===== src/rtl/fib_index.sv =====
// fib_index: locates din in the Fibonacci sequence by iterative scan, reporting its index or the largest index below it.
module fib_index (
  input  logic        clk,
  input  logic        reset,
  input  logic [15:0] din,
  input  logic        start,
  output logic [15:0] dout,
  output logic        is_fib,
  output logic        done
);
  typedef enum logic [1:0] {IDLE, RUN, DONE} state_t;
  state_t      state;
  logic [16:0] a, b;
  logic [4:0]  n;
  logic [15:0] target;
  always_ff @(posedge clk or posedge reset)
    if (reset) begin
      state  <= IDLE;
      dout   <= '0;
      is_fib <= 1'b0;
      done   <= 1'b0;
      a      <= 17'd0;
      b      <= 17'd1;
      n      <= '0;
      target <= '0;
    end else case (state)
      IDLE, DONE: if (start) begin
        target <= din;
        a      <= 17'd0;
        b      <= 17'd1;
        n      <= '0;
        done   <= 1'b0;
        is_fib <= 1'b0;
        state  <= RUN;
      end
      RUN: if (a == {1'b0, target}) begin
        dout   <= {11'd0, n};
        is_fib <= 1'b1;
        done   <= 1'b1;
        state  <= DONE;
      end else if (a > {1'b0, target}) begin
        // a has passed the target, so the previous index holds the largest F(k) below it
        dout   <= {11'd0, n - 5'd1};
        is_fib <= 1'b0;
        done   <= 1'b1;
        state  <= DONE;
      end else begin
        a <= b;
        b <= a + b;
        n <= n + 5'd1;
      end
      default: state <= IDLE;
    endcase
endmodule


===== config.mk =====
export PLATFORM = sky130hd
export DESIGN_NAME = fib_index
export DESIGN_NICKNAME = d
export VERILOG_FILES = /design/src/rtl/fib_index.sv
export SDC_FILE = /design/constraint.sdc
export NUM_CORES = 1
export LEC_CHECK = 0
export CAP_MARGIN = 20
export CORE_MARGIN = 1.5
export CORE_UTILIZATION = 30
export DETAILED_ROUTE_END_ITERATION = 10
export PLACE_DENSITY_LB_ADDON = 0.1
export SETUP_SLACK_MARGIN = 0.4
export SLEW_MARGIN = 20
export SYNTH_ARGS = -nofsm -noshare
export SYNTH_HDL_FRONTEND = slang
export SYNTH_SLANG_ARGS = --single-unit

===== constraint.sdc =====
create_clock -name clk -period 2.4 [get_ports clk]
set_input_delay 0.48 -clock clk [delete_from_list [all_inputs] [get_ports clk]]
set_output_delay 0.48 -clock clk [all_outputs]
set_load 0.01 [all_outputs]

==> results of run 1 <==
-- metrics by stage --
stage                     util (%)  setup slack (ns)
final                         45.4           -0.0294
after detailed placement      37.0           -0.0899
after floorplan                  -             0.131
after global routing          45.4            -0.152
after CTS                     42.3            0.0165
after global placement        37.0           -0.0573
-- repair_timing --
item / in CTS / in global routing
endpoints found under the hold margin: 0 / 0
buffers inserted: 6 / 12
cloned: 5 / 1
setup endpoints to repair: 48 / 48
pin swaps: 20 / 35
resized for setup: 41 / 56
-- layout make-up --
type	count	share of cell area, %
Timing Repair Buffer	93	17.8
Clock buffer	13	4.53
Multi-Input combinational cell	325	43.5
Tap cell	172	3.74
Clock inverter	3	0.696
Sequential cell	64	27.9
Inverter	27	1.83
-- cells by family after synthesis --
group	count (synthesis)	synth area share (%)
XOR/XNOR	13	2.91
AO/OA/AOI/OAI	99	15.6
AND/OR/NAND/NOR	157	19.0
other	1	0.0958
adder cells (fa/ha/maj)	35	11.4
buffers and inverters	59	7.22
multiplexers	10	2.84
flip-flops	64	40.9
-- layout by cell type (no fill, tap or decap), drive strengths merged, types with 5 or more instances in the layout --
| master | n |
|---|---|
| o21ai | 36 |
| and3 | 5 |
| clkbuf | 14 |
| nand3 | 33 |
| dfrtp | 63 |
| buf | 67 |
| xnor2 | 11 |
| inv | 26 |
| clkdlybuf4s50 | 25 |
| a21oi | 23 |
| ha | 34 |
| nand2b | 7 |
| a21o | 9 |
| nand2 | 73 |
| mux2 | 6 |
| conb | 11 |
| nor2 | 12 |
| nand4 | 7 |
-- metal layers --
metal	wire, µm	part of all wire [%]	global-route usage [%]
met5	0	0	0
met4	193	1.8	6.67
met3	387	3.6	2.52
met2	4580	42	24.7
met1	5630	52	24.6
-- power by group through the flow --
stage               Clock (mW)  Sequential (mW)  Combinational [mW]
floorplan                    0             1.70                1.84
global placement             0             1.74                2.83
detailed placement           0             1.75                2.86
CTS                       1.36             1.75                3.68
global route              1.41             1.82                4.62
finish                    1.33             1.76                4.23
-- flip-flops by register name (all words and copies together) (netlist names) --
signal	cells
is_fib	1
b	17
state	2
a	17
dout	5
done	1
n	5
target	16
-- critical path, delay by kind of cell, from the launching register on --
kind	cells	cell delay (ns)
fa+ha+maj	1	0.20
buf+inv	4	0.52
simple gates	2	0.46
flops	1	0.37
compound gates	4	0.76
-- how the worst max path moves through the flow --
stage                     from  endpoint  slack [ns]  cells after the start
floorplan                a[14]     b[16]        0.13                      8
global placement          b[0]     b[16]       -0.06                     10
detailed placement       a[11]    is_fib       -0.09                      9
CTS                 target[14]      a[5]        0.02                     10
global route        target[14]     b[16]       -0.15                      9
finish              target[14]      b[1]       -0.03                     11
-- cell usage after synthesis (2+ instances only) --
cell      count  area, µm²
and3_1        5       31.3
a21o_1        9       67.6
o31ai_1       4       30.0
a211o_1       4       35.0
buf_2         4       20.0
buf_6         2       22.5
xor2_1        2       17.5
nand3_1      33        165
nand2_1      73        274
ha_1         34        425
nor3_1        4       20.0
mux2i_1       4       40.0
o21a_1        2       15.0
nor2_1       11       41.3
a21boi_0      2       15.0
dfrtp_1      63       1580
and2_1        3       18.8
nor2b_1       4       25.0
inv_1        27        101
o21ai_0      36        180
a31oi_1       4       25.0
buf_4        11       82.6
mux2_2        5       56.3
buf_1         3       11.3
or3_1         2       12.5
clkbuf_1     12       45.0
xnor2_1      11       96.3
nand2b_1      7       43.8
nand4_1       7       43.8
a21oi_1      23        115
and4_1        2       17.5
a22o_1        2       17.5
o22ai_1       2       12.5
==> metrics, run 1 <==
Inst Count DP between 600 and 700; CTS root buffer clkbuf_16; Ports 37; Layout Skew 0.00574 ns; CP required roughly 2.6 ns; CP cell instances inv_2 -> ha_4 -> a21o_1 -> a211o_1 -> a211o_1 -> or3_4 -> buf_12 -> buf_12 -> buf_12 -> nand3_2 -> o21ai_2; area grow syn2layout 46.9%; TritonCTS Sinks 64; clock latency at the later pin of the worst-skew pair around 0.33 ns; #FFs+latches synth 64; Antenna Cells 0; final worst setup slack -0.0294 ns; r2r setup slk -0.03 ns; CP arrival between 2 and 3 ns; Final HPWL DP 7.04 mm; largest net degree at the start of global routing 65; CTS max path bufs 2; Die Height around 120 µm; Syn Area/Cell roughly 8.9 µm²; Hold WC Path Type flip-flop to flip-flop; Clk pwr share a little under a fifth; Seq/Total Area, Yosys 40.9%; antenna violations before repair 0; Reg area 0.00160 mm²; CTS Buf Count 9; number of core rows between 40 and 50; Hold Path Cell Cnt 1; via count approximately 3300; Critical Path Most Common Cell buf_12; Pwr Total between 7 and 8 mW; DIE WIDTH 117 µm; Cell Int Power between 4 and 5 mW; Design Area, Final about 0.0058 mm²; FF-to-FF path depth 11; startpoint types flip-flop; CTS H-tree depth 3; # fillers 1257; outcome finished, violations left; share of layout cells above drive strength 1 roughly a third; setup TNS -0.104 ns; period utilization 101%; Starting DRT DRC Count around 150; failing checks setup timing; Core ar. between 0.01 and 0.015 mm²; CP max-delay cell or3_4; Synthesis Warnings 0; fin nets between 500 and 600; Max Clk Rate approximately 410 MHz; gpl congestion 0.785; Worst Hold Margin around 0.46 ns; vias per cell ~4.8; first-pass GRT wire length roughly 17 mm; P_sw 2.81 mW; leakage power total about 2.7 nW; slowest cell delay on critical path 0.39 ns; Post-synth ARST share 100%; crit path time final roughly 2.4 ns; Worst-path clk slew roughly 0.05 ns; post-route ant nets 0; max cap viols 0; dpl cell area 0.00469 mm²; sw frac between 30% and 40%; die area about 0.014 mm²; Layout Cells excl Fill ~700; Initial Utilization just over 30%; Syn Std Cell Area between 0.003 and 0.004 mm²; drc violations 0; Top FF cell, synth dfrtp_1; post-synthesis cell type count 54; peak supply drop about 410 µV; CTS tree done; number of global-route vias before repair 3258; combinational fraction of design power 57.8%; CP Max Fanout 8; Routed WL per cell 15.5 µm; Fin. Hold Viols 0; RSZ-0062 raised after global routing true; total wire length 10.8 mm; sequential cell fraction of total power 24.0%; Power per Cell Area about 1300 mW/mm²; GRT overflow 0; Hold-fix buffers, CTS 0; # port buffers 25; Pre-Repair DR Iteration Count 4; # setup viols final 12; GR Util All Layers around 17%; worst reg2reg startpoint target[14]; final-report max-slew violation count 0; critical path type flip-flop to flip-flop; Hold Path Sink b[16]; crit end category flip-flop; area taken by multi-input logic gates about 0.0025 mm²; EDFF count, synth 0; Worst Hold Launch b[16]; worst reg2reg endpoint b[1]; cells after synthesis ~440
No activity file was read; power rests on OpenSTA's default activity.
==> run 2: changes to the inputs <==
--- a/config.mk
+++ b/config.mk
@@ -9,4 +9,5 @@
 export CORE_MARGIN = 1.5
 export CORE_UTILIZATION = 30
+export CTS_CLUSTER_DIAMETER = 80
 export DETAILED_ROUTE_END_ITERATION = 10
 export PLACE_DENSITY_LB_ADDON = 0.1
==> constraint.sdc (replaced) <==
create_clock -name clk -period 2.3 [get_ports clk]
set_input_delay 0.345 -clock clk [delete_from_list [all_inputs] [get_ports clk]]
set_output_delay 0.345 -clock clk [all_outputs]
set_load 0.01 [all_outputs]
==> metrics, run 2 (synthesis results as in run 1) <==
slowest cell delay on critical path approximately 0.39 ns; crit end category flip-flop; Fin. Hold Viols 0; period utilization 104%; share of layout cells above drive strength 1 a little under two fifths; DIE WIDTH around 120 µm; leakage power total around 2.9 nW; CTS max path bufs 2; via count between 3000 and 4000; CP required between 2 and 3 ns; most frequent cells in the layout dfrtp_1, buf_4, nand2_1; sw frac ~39%; Worst-path clk slew 0.06 ns; Starting DRT DRC Count between 100 and 150; number of core rows 41; CP cell instances inv_2 -> ha_4 -> a21o_1 -> a211o_1 -> a211o_1 -> or3_4 -> buf_12 -> buf_16 -> a211o_1 -> nand3_2; Antenna Cells 0; number of global-route vias before repair 3405; Cell Int Power roughly 4.7 mW; # setup viols final 28; CTS root buffer clkbuf_16; Power per Cell Area roughly 1300 mW/mm²; vias per cell between 4 and 5; clock latency at the later pin of the worst-skew pair about 0.34 ns; Pwr Total ~7.8 mW; Layout Skew between 0.005 and 0.006 ns; Die Height 117 µm; RSZ-0062 raised after global routing true; P_sw 3.09 mW; drc violations 0; largest net degree at the start of global routing 35; die area 0.0137 mm²; Critical Path Most Common Cell a211o_1; Final HPWL DP slightly above 7 mm; final-report max-slew violation count 0; CTS tree done; critical path type flip-flop to flip-flop; area grow syn2layout 52.2%; antenna violations before repair 0; CP Max Fanout 6; Design Area, Final 0.00596 mm²; sequential cell fraction of total power about a quarter; Clk pwr share 17.4%; dpl cell area 0.00479 mm²; GRT overflow 0; commonest non-fill, non-tap cell in the layout dfrtp_1; CP max-delay cell or3_4; first-pass GRT wire length between 15 and 20 mm; startpoint types flip-flop; Core ar. approximately 0.013 mm²; peak supply drop 505 µV; Routed WL per cell roughly 16 µm; post-route ant nets 0; crit path time final roughly 2.4 ns; CP arrival roughly 2.7 ns; Pre-Repair DR Iteration Count 5; setup TNS -1.05 ns; Hold WC Path Type primary input to async pin; final worst setup slack -0.0834 ns; total wire length roughly 11 mm; Slew @ Worst Pin about 0.53 ns; biggest regs a (17), b (17), target (16); gpl congestion 0.797; # port buffers 25; CTS Buf Count 9; Ports 37; Initial Utilization 30.9%; Slew HR between 60% and 70%; CTS H-tree depth 3; outcome finished, violations left; max cap viols 0; combinational fraction of design power between 50% and 60%; Max Clk Rate approximately 420 MHz; GR Util All Layers 16.8%; Hold-fix buffers, CTS 0; failing checks setup timing; fin nets slightly below 600; TritonCTS Sinks 64
[run 2: cell types whose count changed in the layout (fill, tap and decap cells not counted), moves of 3 or more]
| cell | delta |
|---|---|
| o31ai_4 | +3 |
| nand2_2 | +9 |
| ha_4 | +3 |
| buf_4 | +8 |
| nand2_4 | +8 |
| ha_1 | -3 |
| nand3_2 | -3 |
| clkbuf_16 | +3 |
| nand2_1 | -17 |
| buf_16 | -3 |
[run 2: area by class of cell]
class / instances / area (µm²)
timing repair buffer: 101 / 1060
multi-input combinational: 325 / 2690
clock buffer: 11 / 243
sequential: 64 / 1600
clock inverter: 4 / 45.0
inverter: 27 / 105
tap: 172 / 215
fill: 1202 / 6710
[run 2: per-layer routing]
layer,routed length (µm),vias up,GRT usage (%),part of all wire [%]
li1,-,1703,-,-
met1,5530,1635,23.8,50
met2,5130,43,25.3,46
met3,325,13,4.07,2.9
met4,150,0,5.14,1.3
met5,0,-,0,0
[run 2: worst paths after layout]
kind | cells past startpoint | to | start | slack (ns)
max | 10 | b[7] | target[14] | -0.08
min | 2 | target[2] | reset | 0.37
max reg2reg | 10 | b[7] | target[14] | -0.08
min reg2reg | 1 | b[16] | b[16] | 0.45
max in group asynchronous | 3 | b[14] | reset | 1.39
min in group clk | 1 | b[16] | b[16] | 0.45
[run 2: worst max-delay path: cells and delay by family (launching register included)]
kind	cells	cell delay, ns
flops	1	0.37
compound gates	4	0.93
simple gates	2	0.46
fa+ha+maj	1	0.20
buf+inv	3	0.36
[run 2: power by group through the flow]
stage                     Clock (mW)  Sequential, mW  Combinational (mW)
after floorplan                    0            1.77                1.92
final                           1.36            1.84                4.63
after global placement             0            1.80                3.07
after global routing            1.45            1.90                5.04
after CTS                       1.39            1.81                3.87
after detailed placement           0            1.81                3.09
[run 2: through the flow]
| step | setup WS, ns | hold slack [ns] | cells | utilization [%] |
|---|---|---|---|---|
| CTS | -0.119 | 0.382 | 697 | 43.6 |
| global placement | -0.190 | 0.438 | 669 | 37.8 |
| floorplan | 0.0315 | 0.424 | 448 | - |
| detailed placement | -0.234 | 0.445 | 669 | 37.8 |
| finish | -0.0834 | 0.369 | 704 | 47.0 |
| global route | -0.183 | 0.392 | 704 | 47.0 |
[run 2: repair_timing]
item	in CTS	in global routing
gates cloned	2	4
resized for setup	69	67
setup endpoints to repair	48	48
setup buffers	11	3
pin swaps	36	35
==> run 3: changes to the inputs <==
Settings changed: CORE_MARGIN 1.5 to default, MAX_ROUTING_LAYER from default to met4.
==> metrics, run 3 (synthesis results as in run 1) <==
# setup viols final 27; most frequent cells in the layout nand2_1, dfrtp_1, buf_4; clock latency at the later pin of the worst-skew pair ~0.34 ns; TritonCTS Sinks 64; peak supply drop ~440 µV; die area about 0.014 mm²; biggest regs a (17), b (17), target (16); first-pass GRT wire length 17.2 mm; dpl cell area between 0.004 and 0.005 mm²; post-route ant nets 0; failing checks setup timing; Final HPWL DP 6.93 mm; commonest non-fill, non-tap cell in the layout nand2_1; final worst setup slack -0.109 ns; Pre-Repair DR Iteration Count 4; Reg area between 0.0015 and 0.002 mm²; setup TNS -1.53 ns; slowest cell delay on critical path around 0.39 ns; Hold-fix buffers, CTS 0; gpl congestion between 0.7 and 0.8; CTS root buffer clkbuf_16; via count roughly 3400; drc violations 0; # port buffers 25; period utilization 105%; startpoint types flip-flop; vias per cell a little under 5; Fin. Hold Viols 0; final-report max-slew violation count 0; Worst Hold Margin 0.449 ns; crit path time final 2.41 ns; CP arrival 2.63 ns; CTS Buf Count 9; fin nets approximately 580; Layout Skew about 0.0097 ns; Ports 37; number of global-route vias before repair ~3300; Starting DRT DRC Count around 180; GR Util All Layers about 17%; antenna violations before repair 0; share of layout cells above drive strength 1 34.1%; CTS max path bufs 2; Initial Utilization just over 30%; area grow syn2layout 49.3%; Core ar. approximately 0.013 mm²; # fillers around 1300; critical path type flip-flop to flip-flop; Die Height between 100 and 150 µm; Worst-path clk slew 0.06 ns; outcome finished, violations left; Routed WL per cell around 15 µm; RSZ-0062 raised after global routing true; largest net degree at the start of global routing 65; CP Max Fanout 5; CTS H-tree depth 3; CTS tree done; crit end category flip-flop; total wire length 10.8 mm; number of core rows 41; area taken by multi-input logic gates 0.00259 mm²; GRT overflow 0; DIE WIDTH about 120 µm; CP cell instances inv_2 -> ha_4 -> a21o_1 -> a211o_1 -> a211o_1 -> or3_4 -> buf_12 -> and3_4 -> a41o_1; leakage power total approximately 2.7 nW; CP max-delay cell or3_4; Hold WC Path Type primary input to async pin; Design Area, Final around 0.0058 mm²; max cap viols 0; Power per Cell Area about 1300 mW/mm²; Pwr Total around 7.6 mW; Critical Path Most Common Cell a211o_1; Max Clk Rate 415 MHz; CP required ~2.5 ns; Antenna Cells 0
run 3: changes by cell type in the layout (fill, tap and decap cells not counted), moves of 3 or more:
| cell | before | now |
|---|---|---|
| nand2_1 | 49 | 68 |
| nand2_2 | 16 | 4 |
| nand2_4 | 8 | 1 |
| buf_4 | 51 | 56 |
| a21oi_2 | 1 | 4 |
| ha_1 | 27 | 24 |
| ha_4 | 7 | 10 |
run 3: layout make-up:
class	count	share of cell area, %
multi-input combinational	325	44.3
tap	172	3.68
clock buffer	12	4.05
sequential	64	27.4
timing repair buffer	102	17.6
clock inverter	4	1.20
inverter	27	1.80
run 3: worst paths after layout:
kind	start	to	slack, ns	cells past startpoint
max reg2reg	target[14]	b[14]	-0.11	9
max	target[14]	b[14]	-0.11	9
min reg2reg	b[16]	b[16]	0.47	1
max in group asynchronous	reset	b[0]	1.54	3
min in group clk	b[16]	b[16]	0.47	1
min	reset	target[3]	0.45	3
run 3: per-layer routing:
metal | GRT usage (%) | wire (µm) | share of wire (%)
met1 | 23.8 | 5440 | 50
met3 | 2.80 | 319 | 3.0
met5 | - | 0 | 0
met4 | 7.18 | 239 | 2.2
met2 | 25.7 | 4800 | 44
run 3: critical path, delay by kind of cell (launching register included):
family	cells	cell delay (ns)
buffers and inverters	2	0.26
adders and majority gates	1	0.21
AOI/OAI and AO/OA	4	0.90
DFF	1	0.37
and+or+nand+nor	2	0.56
run 3: where the power goes:
| group | internal, mW | switching (mW) | leakage, nW |
|---|---|---|---|
| registers | 1.54 | 0.293 | 0.833 |
| clock network | 0.946 | 0.514 | 0.151 |
| logic | 2.18 | 2.13 | 1.76 |
run 3: per-stage QoR:
stage	utilization [%]	std cells	worst slack, ns
after global routing	46.1	706	-0.194
after CTS	43.2	695	-0.162
after detailed placement	37.2	662	-0.310
after global placement	37.2	662	-0.310
after floorplan	-	448	0.0315
final	46.1	706	-0.109
run 3: what timing repair did:
item	4_1_cts	5_1_grt
gates cloned	4	2
hold endpoints to repair	0	0
setup endpoints to repair	48	48
gates resized for setup	62	45
buffers inserted	13	9
pin swaps	26	34
